$ cat config.mk
export PLATFORM = sky130hd
export DESIGN_NAME = fb_swap_scheduler_flat
export DESIGN_NICKNAME = d
export VERILOG_FILES = /design/src/rtl/fb_swap_scheduler_if.sv /design/src/rtl/fb_swap_scheduler.sv /design/src/flat_wrapper.sv
export SDC_FILE = /design/constraint.sdc
export NUM_CORES = 1
export LEC_CHECK = 0
export ABC_CLOCK_PERIOD_IN_PS = 2600
export BUFFER_PORTS_ARGS = -buffer_cell sky130_fd_sc_hd__buf_2
export CORE_MARGIN = 5
export CORE_UTILIZATION = 52
export CTS_CLUSTER_DIAMETER = 120
export DETAILED_ROUTE_END_ITERATION = 12
export PLACE_DENSITY = 0.72
export SYNTH_ARGS = -nofsm -noshare
export SYNTH_HDL_FRONTEND = slang
export SYNTH_SLANG_ARGS = --single-unit
$ cat constraint.sdc
create_clock -name clk -period 2.6 [get_ports clk]
set_input_delay 0.78 -clock clk [delete_from_list [all_inputs] [get_ports clk]]
set_output_delay 0.78 -clock clk [all_outputs]
set_load 0.005 [all_outputs]
$ cat src/rtl/fb_swap_scheduler_if.sv
// Bundle of PPU-side and framebuffer-side signals around the buffer swap scheduler.
//   master : PPU/scanout/testbench side, drives the strobes and reads the buffer controls
//   slave  : scheduler side
// Signals:
//   ppu_wren, ppu_frame_done, ppu_frame_start, scan_frame_end, lcd_enable  (to scheduler)
//   buf0_wren, buf1_wren, front_sel, swap_pulse, blank_out, drop_cnt       (from scheduler)
interface fb_swap_scheduler_if #(
    parameter int unsigned DROP_CNT_W = 8
);
    logic                  ppu_wren;
    logic                  ppu_frame_done;
    logic                  ppu_frame_start;
    logic                  scan_frame_end;
    logic                  lcd_enable;
    logic                  buf0_wren;
    logic                  buf1_wren;
    logic                  front_sel;
    logic                  swap_pulse;
    logic                  blank_out;
    logic [DROP_CNT_W-1:0] drop_cnt;

    modport master (
        output ppu_wren, ppu_frame_done, ppu_frame_start, scan_frame_end, lcd_enable,
        input  buf0_wren, buf1_wren, front_sel, swap_pulse, blank_out, drop_cnt
    );

    modport slave (
        input  ppu_wren, ppu_frame_done, ppu_frame_start, scan_frame_end, lcd_enable,
        output buf0_wren, buf1_wren, front_sel, swap_pulse, blank_out, drop_cnt
    );
endinterface

$ cat src/rtl/fb_swap_scheduler.sv
// Front/back buffer selection for the double-buffered 160x144 2-bit framebuffer.
// PPU writes are steered to the back buffer only while rendering; buffers swap once
// the PPU has completed a frame and scanout has finished its visible frame (or scanout
// stalls past TIMEOUT_CYCLES). Frames the PPU starts while a swap is pending are dropped
// and counted.
// Ports:
//   clk     : system clock, rising edge
//   reset_n : asynchronous active-low reset
//   fb      : scheduler side of fb_swap_scheduler_if (strobes in, buffer controls out)
module fb_swap_scheduler #(
    parameter int unsigned TIMEOUT_CYCLES = 2000000,
    parameter int unsigned DROP_CNT_W     = 8
) (
    input  logic               clk,
    input  logic               reset_n,
    fb_swap_scheduler_if.slave fb
);

    localparam int unsigned    TO_W    = (TIMEOUT_CYCLES > 1) ? $clog2(TIMEOUT_CYCLES) : 1;
    localparam logic [TO_W-1:0] TO_LAST = TO_W'(TIMEOUT_CYCLES - 1);

    typedef enum logic [1:0] {StRender, StWaitScan, StSwap, StDrop} state_e;

    state_e                r_state;
    state_e                w_state_next;
    logic                  r_fd_q;
    logic [TO_W-1:0]       r_to_cnt;
    logic                  r_front_sel;
    logic                  r_swap_pulse;
    logic                  r_frame_valid;
    logic                  r_blank;
    logic [DROP_CNT_W-1:0] r_drop_cnt;

    logic w_fd_rise;
    logic w_to_last;
    logic w_enter_swap;
    logic w_enter_drop;
    logic w_count;

    assign w_fd_rise    = fb.ppu_frame_done & ~r_fd_q;
    assign w_to_last    = (r_to_cnt == TO_LAST);
    assign w_enter_swap = (w_state_next == StSwap);
    assign w_enter_drop = (r_state == StWaitScan) && (w_state_next == StDrop);
    // Timer runs through WAIT_SCAN and DROP; any other path clears it.
    assign w_count      = ((r_state == StWaitScan) || (r_state == StDrop)) &&
                          ((w_state_next == StWaitScan) || (w_state_next == StDrop));

    // State register
    always_ff @(posedge clk or negedge reset_n) begin
        if (!reset_n) begin
            r_state <= StRender;
        end else begin
            r_state <= w_state_next;
        end
    end

    // Next-state logic; lcd off wins over everything so a dark display never swaps.
    always_comb begin
        w_state_next = r_state;
        case (r_state)
            StRender: begin
                if (w_fd_rise && fb.lcd_enable) w_state_next = StWaitScan;
            end
            StWaitScan: begin
                if (!fb.lcd_enable)              w_state_next = StRender;
                else if (fb.scan_frame_end)      w_state_next = StSwap;
                else if (w_to_last)              w_state_next = StSwap;
                else if (fb.ppu_frame_start)     w_state_next = StDrop;
            end
            StDrop: begin
                if (!fb.lcd_enable)                          w_state_next = StRender;
                else if (fb.scan_frame_end || w_to_last)     w_state_next = StSwap;
            end
            StSwap:   w_state_next = StRender;
            default:  w_state_next = StRender;
        endcase
    end

    // Registered outputs and bookkeeping; front_sel/swap_pulse update on entry to SWAP.
    always_ff @(posedge clk or negedge reset_n) begin
        if (!reset_n) begin
            r_fd_q        <= 1'b0;
            r_to_cnt      <= '0;
            r_front_sel   <= 1'b0;
            r_swap_pulse  <= 1'b0;
            r_frame_valid <= 1'b0;
            r_blank       <= 1'b1;
            r_drop_cnt    <= '0;
        end else begin
            r_fd_q       <= fb.ppu_frame_done;
            r_swap_pulse <= w_enter_swap;
            r_blank      <= ~fb.lcd_enable | ~r_frame_valid;
            if (w_enter_swap) begin
                r_front_sel   <= ~r_front_sel;
                r_frame_valid <= 1'b1;
            end
            if (w_count) begin
                r_to_cnt <= r_to_cnt + TO_W'(1);
            end else begin
                r_to_cnt <= '0;
            end
            if (w_enter_drop && (r_drop_cnt != '1)) begin
                r_drop_cnt <= r_drop_cnt + DROP_CNT_W'(1);
            end
        end
    end

    // Output logic; write gating is combinational and also killed by reset directly so
    // writes stop the instant reset_n falls.
    always_comb begin
        fb.buf0_wren = 1'b0;
        fb.buf1_wren = 1'b0;
        if (reset_n && (r_state == StRender)) begin
            if (r_front_sel) begin
                fb.buf0_wren = fb.ppu_wren;
            end else begin
                fb.buf1_wren = fb.ppu_wren;
            end
        end
        fb.front_sel  = r_front_sel;
        fb.swap_pulse = r_swap_pulse;
        fb.blank_out  = r_blank;
        fb.drop_cnt   = r_drop_cnt;
    end

endmodule

$ cat src/flat_wrapper.sv
// flat-port wrapper written by rule: the top's interface ports become plain ports
module fb_swap_scheduler_flat 
#(
    parameter int unsigned TIMEOUT_CYCLES = 2000000,
    parameter int unsigned DROP_CNT_W     = 8
)
  (clk, reset_n, fb_ppu_wren, fb_ppu_frame_done, fb_ppu_frame_start, fb_scan_frame_end, fb_lcd_enable, fb_buf0_wren, fb_buf1_wren, fb_front_sel, fb_swap_pulse, fb_blank_out, fb_drop_cnt);
  fb_swap_scheduler_if #(.DROP_CNT_W(DROP_CNT_W)) fb_i ();
  input  logic clk;
  input  logic reset_n;
  input wire logic [$bits(fb_i.ppu_wren)-1:0] fb_ppu_wren;
  input wire logic [$bits(fb_i.ppu_frame_done)-1:0] fb_ppu_frame_done;
  input wire logic [$bits(fb_i.ppu_frame_start)-1:0] fb_ppu_frame_start;
  input wire logic [$bits(fb_i.scan_frame_end)-1:0] fb_scan_frame_end;
  input wire logic [$bits(fb_i.lcd_enable)-1:0] fb_lcd_enable;
  output wire logic [$bits(fb_i.buf0_wren)-1:0] fb_buf0_wren;
  output wire logic [$bits(fb_i.buf1_wren)-1:0] fb_buf1_wren;
  output wire logic [$bits(fb_i.front_sel)-1:0] fb_front_sel;
  output wire logic [$bits(fb_i.swap_pulse)-1:0] fb_swap_pulse;
  output wire logic [$bits(fb_i.blank_out)-1:0] fb_blank_out;
  output wire logic [$bits(fb_i.drop_cnt)-1:0] fb_drop_cnt;
  assign fb_i.ppu_wren = fb_ppu_wren;
  assign fb_i.ppu_frame_done = fb_ppu_frame_done;
  assign fb_i.ppu_frame_start = fb_ppu_frame_start;
  assign fb_i.scan_frame_end = fb_scan_frame_end;
  assign fb_i.lcd_enable = fb_lcd_enable;
  assign fb_buf0_wren = fb_i.buf0_wren;
  assign fb_buf1_wren = fb_i.buf1_wren;
  assign fb_front_sel = fb_i.front_sel;
  assign fb_swap_pulse = fb_i.swap_pulse;
  assign fb_blank_out = fb_i.blank_out;
  assign fb_drop_cnt = fb_i.drop_cnt;
  fb_swap_scheduler #(.TIMEOUT_CYCLES(TIMEOUT_CYCLES), .DROP_CNT_W(DROP_CNT_W)) u_core (.clk(clk), .reset_n(reset_n), .fb(fb_i));
endmodule
Word level (Yosys, flattened, before mapping)
Cells that the tools add are included.
Storage, ports and cells
  input port bits: 7
  register bits after elaboration: 36
  logic and storage cells: 46
  output and inout port bits: 13
Operators by class
  muxes and demuxes: 13
  bitwise logic cells: 6
  reduce and logical (&&, ||, !) cells: 9
  equal/unequal tests: 8
  $add $sub $neg: 2
Operators by type and width (count)
  21-bit by 1-bit adder with 21-bit output (second input constant): 1
  21-bit == test (second input constant): 1
  21-bit 2-to-1 mux: 1
  2-bit 2-to-1 mux: 7
  8-bit by 1-bit adder with 8-bit output (second input constant): 1
  2-bit == test (second input constant): 4
  8-bit != test (second input constant): 1
  2-bit one-hot mux with 4 select lines: 1
  1-bit logical AND: 5
  2-bit by 1-bit == test with 1-bit output (second input constant): 2
  1-bit 2-to-1 mux: 4
  1-bit inverter: 4
  1-bit logical OR: 3
  2-bit zero test: 1
  1-bit bitwise AND: 1
  1-bit bitwise OR: 1

Logic depth before layout (Yosys ltp)
  depth after elaboration: 9
  gate-level depth with buffers: 7
  mapped depth without buffers: 6

Worst setup path before layout
Ideal clock, no wire load.
  path kind: input -> register
  from: input fb_ppu_frame_done
  to: register u_core.r_drop_cnt[1] (netlist: u_core.fb.drop_cnt[1])
  stages: 6
  arrival time: 2191 ps
  library setup time: 125 ps
  required time: 2475 ps
  buffers on the path: 1
  slack: 284 ps
  cell sequence: or3b_2 -> or2_2 -> or3b_1 -> buf_6 -> nand4_2 -> mux2_4
Between the ends
  longest elaborated chain between the ends: 7
RTL lines
  start: declaration: RTL line flat_wrapper.sv:12  | input wire logic [$bits(fb_i.ppu_frame_done)-1:0] fb_ppu_frame_done;
  1-bit bitwise AND: RTL line fb_swap_scheduler.sv:40  | assign w_fd_rise = fb.ppu_frame_done & ~r_fd_q;
  1-bit logical AND: RTL line fb_swap_scheduler.sv:62  | if (w_fd_rise && fb.lcd_enable) w_state_next = StWaitScan;
  2-bit 2-to-1 mux: RTL line fb_swap_scheduler.sv:62
  2-bit one-hot mux with 4 select lines: RTL line fb_swap_scheduler.sv:60  | case (r_state)
  2-bit == test: RTL line fb_swap_scheduler.sv:43  | assign w_enter_drop = (r_state == StWaitScan) && (w_state_next == StDrop);
  1-bit logical AND: RTL line fb_swap_scheduler.sv:43
  1-bit logical AND: RTL line fb_swap_scheduler.sv:102  | if (w_enter_drop && (r_drop_cnt != '1)) begin
  end signal: assignment: RTL line fb_swap_scheduler.sv:103  | r_drop_cnt <= r_drop_cnt + DROP_CNT_W'(1);
  end: declaration: RTL line fb_swap_scheduler.sv:32  | logic [DROP_CNT_W-1:0] r_drop_cnt;
Every way passes these cells.
A chain may end at the register's enable or synchronous reset.

Worst setup path in the final report
  from: register u_core.r_to_cnt[0]
  to: register u_core.r_drop_cnt[1] (netlist: u_core.fb.drop_cnt[1])
Between the ends
  longest elaborated chain between the ends: 8
  elaborated cells between the ends (all ways): 11
  those cells by class: 2 x eq/ne; 6 x mux; 3 x reduce/logical
RTL lines
  start: declaration: RTL line fb_swap_scheduler.sv:27  | logic [TO_W-1:0] r_to_cnt;
  start signal: assignment: RTL line fb_swap_scheduler.sv:98  | r_to_cnt <= r_to_cnt + TO_W'(1);
  21-bit == test (*): RTL line fb_swap_scheduler.sv:41  | assign w_to_last = (r_to_cnt == TO_LAST);
  2-bit 2-to-1 mux / 1-bit logical OR (equally long branches): RTL line fb_swap_scheduler.sv:67, fb_swap_scheduler.sv:72
  2-bit 2-to-1 mux, on equally long branches: RTL line fb_swap_scheduler.sv:66, fb_swap_scheduler.sv:72
  2-bit 2-to-1 mux, on equally long branches: RTL line fb_swap_scheduler.sv:65, fb_swap_scheduler.sv:71
  2-bit one-hot mux with 4 select lines (*): RTL line fb_swap_scheduler.sv:60
  2-bit == test (*): RTL line fb_swap_scheduler.sv:43
  1-bit logical AND (*): RTL line fb_swap_scheduler.sv:43
  1-bit logical AND (*): RTL line fb_swap_scheduler.sv:102
Every way passes the cells marked *; elsewhere a longest branch is shown, timed or not.

==> flow_summary.toml <==
[route]
post-route-drc-count = 0
first_pass_iters = 4
drt-vias-per-instance = 5.35
route.vias.total = 1279
number_of_nets_with_antenna_violations_after_routing = 0
wl_um = 3190
route.detailed.wl_per_inst_um = 13.4
drt_iter0_drc = 68

[sta]
post-route-min-period_ns = 2.43
clock.fmax_ghz = 0.411
max_slew.worst_pin.slew_ns = 0.786
slew-limit-headroom_pct = 47.2
timing.clock.skew_ns = 0.00961
final_max_slew_viol_count = 0
hold_viol = 0
final.period_utilization_pct = 93.5
setup_tns_ns = 0
final-setup-viol-count = 0
rsz_0062_raised_after_global_routing = "false"

[floorplan]
die-width_um = 68.0
core_region_area_mm2 = 0.00328
io_pins = 20
fp.dieArea_mm2 = 0.00462
initial_core_util_pct = 53.2
std_cell_rows = 21
die_height_um = 68.0

[synth]
synthSimpleGateAreaFrac_pct = 28.4
synth-adder-area-share_pct = 1.43
synth_area_per_cell_um2 = 10.4
yosysSeqAreaShare_pct = 51.6
ys.warnings.count = 0
post-synth-top-area-fraction_pct = 50.1
netlist_instances = 168
synth.area.mux_share_pct = 2.15
synth_flop_cell = "sky130_fd_sc_hd__dfrtp_1"
post_synth_most_frequent_cells = "sky130_fd_sc_hd__dfrtp_1 (35), sky130_fd_sc_hd__nor2_1 (26), sky130_fd_sc_hd__nand2_1 (15)"
yosys.area_share.xor_xnor_pct = 12.5
postSynthRegisterBits = 36
combinational_family_with_the_most_area_after_synthesis = "simple AND/OR/NAND/NOR gates"
yosys.cell_count.top_type = "sky130_fd_sc_hd__dfrtp_1"
synth_compound_area_share_pct = 2.00
synthesis.nets = 177
synth_top_cell_by_area = "sky130_fd_sc_hd__dfrtp_1"
synthesis.area_mm2 = 0.00175
synth_top_cells_by_area = "sky130_fd_sc_hd__dfrtp_1 (50%), sky130_fd_sc_hd__xor2_1 (7.0%), sky130_fd_sc_hd__nor2_1 (5.6%), sky130_fd_sc_hd__xnor2_1 (5.5%), sky130_fd_sc_hd__nand3_1 (3.7%)"
post_synth_num_cell_types = 33
post_synth_edffs = 0
async_flop_share_pct = 100

[power]
p_comb_share_pct = 8.2
switching_share_pct = 22.7
internal_dissipation_uw = 777
cellLeakagePower_uw = 0.000888
vdd.ir_drop.worst_uv = 322
sequential_power_share_pct = 60.1
netSwitchingPower_uw = 228
power_density_mw_per_mm2 = 513
pwr-share-clk_pct = 31.7
design_power_total_uw = 1000

[clock_network]
tritoncts.num_buffers = 5
clk_latency_ns = 0.33
post_cts.resized_instances = 0
root_buffer = "sky130_fd_sc_hd__clkbuf_4"
ctsHtreeMaxLevel = 2
clock_tree.buffer_depth = 2
tritoncts_num_sinks = 36
tritoncts_clock_tree = "yes"
cts_post_setup_buffers_inserted = 0
cts_hold_repair.buffers = 0
cts.reportedPaths.clkPinSlew_ns = 0.09

[setup_path]
rrSetupSlack_ns = 0.17
critPathBufInv = 0
worst_path_largest_cell_delay_ns = 0.55
crit_path_max_fanout = 7
cp_slowest_cell = "sky130_fd_sc_hd__or4_4"
category_of_the_worst_setup_path_capture_point = "flip-flop"
cpLargestDelayFamily = "simple AND/OR/NAND/NOR gates"
critical_path_class = "reg2reg"
timing.critical_path.from_type = "flip-flop"
cp.arrival_ns = 2.65
cells_along_the_critical_path = "ha_1 > nand2_1 > or4_4 > or3b_1 > nand4_2 > mux2_4"
critical_path.reg2reg.startpoint = "u_core.r_to_cnt[0]$_DFF_PN0_"
worstReg2RegEnd = "u_core.fb.drop_cnt[1]$_DFFE_PN0P_"
required_ns = 2.82
reg2reg_depth = 6

[final_layout]
num_antenna_cells = 0
finalNetCount = 202
syn_to_final_growth_pct = 12.1
final_layout_size_suffix_gt1_share_pct = 19.7

[global_routing]
grt_max_degree = 37
grt_util_all_layers_pct = 16.4
global_route.overflow_total = 0
grt_first_pass_wirelength_um = 5620
antenna_found_initial = 0
first_global_vias = 1308

[placed_design]
dp_hpwl_um = 2370
gpl.final_weighted_congestion = 0.837
io_buffer_count = 19

[hold_path]
hold_start = "u_core.r_frame_valid$_DFFE_PN0P_"
timing.hold.worst_endpoint = "u_core.fb.blank_out$_DFF_PN1_"
worst_hold_path.num_cells = 1
worst_hold_path_type = "reg2reg"

[run_status]
run_status = "complete, no violations"

[job]
maxCapViolations = 0
[state kept, by name, indices dropped and copies added (netlist names)]
signal,count
u_core.r_frame_valid,1
u_core.fb.front_sel,1
u_core.fb.swap_pulse,1
u_core.r_to_cnt,21
u_core.fb.drop_cnt,8
u_core.r_state,2
u_core.r_fd_q,1
u_core.fb.blank_out,1
[cell usage in the layout, fill, tap and decap left out, types with 3 or more instances in the layout]
| cell type | instances |
|---|---|
| sky130_fd_sc_hd__and3_1 | 6 |
| sky130_fd_sc_hd__and4_1 | 4 |
| sky130_fd_sc_hd__buf_2 | 19 |
| sky130_fd_sc_hd__clkbuf_4 | 5 |
| sky130_fd_sc_hd__dfrtp_1 | 35 |
| sky130_fd_sc_hd__inv_1 | 3 |
| sky130_fd_sc_hd__nand2_1 | 15 |
| sky130_fd_sc_hd__nand3_1 | 13 |
| sky130_fd_sc_hd__nand4_1 | 7 |
| sky130_fd_sc_hd__nor2_1 | 26 |
| sky130_fd_sc_hd__nor3_1 | 3 |
| sky130_fd_sc_hd__xnor2_1 | 11 |
| sky130_fd_sc_hd__xor2_1 | 14 |
[metrics by stage]
step / setup slack, ns / util, % / hold WS, ns / area [um2] / std cells
after floorplan: 0.284 / - / 0.366 / 1750 / 168
after global placement: 0.108 / 57.7 / 0.382 / 1890 / 232
after detailed placement: 0.0654 / 57.7 / 0.402 / 1890 / 232
after CTS: 0.166 / 59.7 / 0.417 / 1960 / 239
after global routing: 0.0517 / 59.7 / 0.437 / 1960 / 239
final: 0.168 / 59.7 / 0.415 / 1960 / 239
[final cells by class]
class,instances,area [um2]
Clock buffer,7,65.1
Fill cell,271,1330
Inverter,3,11.3
Multi-Input combinational cell,126,813
Sequential cell,36,902
Tap cell,46,57.6
Timing Repair Buffer,21,110
[worst reg2reg max path: cells and delay by family, from the launching register on]
kind / cells / cell delay [ns]
muxes: 1 / 0.31
adders and majority gates: 1 / 0.27
and+or+nand+nor: 4 / 1.32
DFF: 1 / 0.42
[cells by family (layout without fill, tap and decap cells)]
family	after synthesis	after routing
buffers and inverters	6	31
flip-flops	36	36
adder cells (fa/ha/maj)	2	2
XOR/XNOR	25	25
multiplexers	3	3
AND/OR/NAND/NOR	92	92
AO/OA/AOI/OAI	4	4
[worst max-delay path by stage]
stage,startpoint,end,cells after the start
floorplan,fb_ppu_frame_done,u_core.fb.drop_cnt[1]$_DFFE_PN0P_,6
global placement,fb_ppu_frame_done,u_core.fb.drop_cnt[1]$_DFFE_PN0P_,6
global route,u_core.r_to_cnt[0]$_DFF_PN0_,u_core.fb.drop_cnt[6]$_DFFE_PN0P_,6
CTS,u_core.r_to_cnt[0]$_DFF_PN0_,u_core.fb.drop_cnt[4]$_DFFE_PN0P_,6
detailed placement,fb_ppu_frame_done,u_core.fb.drop_cnt[1]$_DFFE_PN0P_,6
finish,u_core.r_to_cnt[0]$_DFF_PN0_,u_core.fb.drop_cnt[1]$_DFFE_PN0P_,6
[power groups by stage]
stage / logic, uW / clock network, uW / registers, uW
final: 82.4 / 318 / 604
after detailed placement: 83.9 / 0 / 616
after global routing: 96.0 / 348 / 607
after global placement: 82.0 / 0 / 614
after CTS: 84.9 / 328 / 605
after floorplan: 35.7 / 0 / 614
[per-layer routing]
metal	up-vias	track usage [%]	share of wire [%]
met5	-	0	0
met4	0	8.19	1.4
met3	4	3.94	5.7
met2	29	28.5	48
met1	621	18.8	45
li1	625	-	-
No activity file was read; power rests on OpenSTA's default activity.
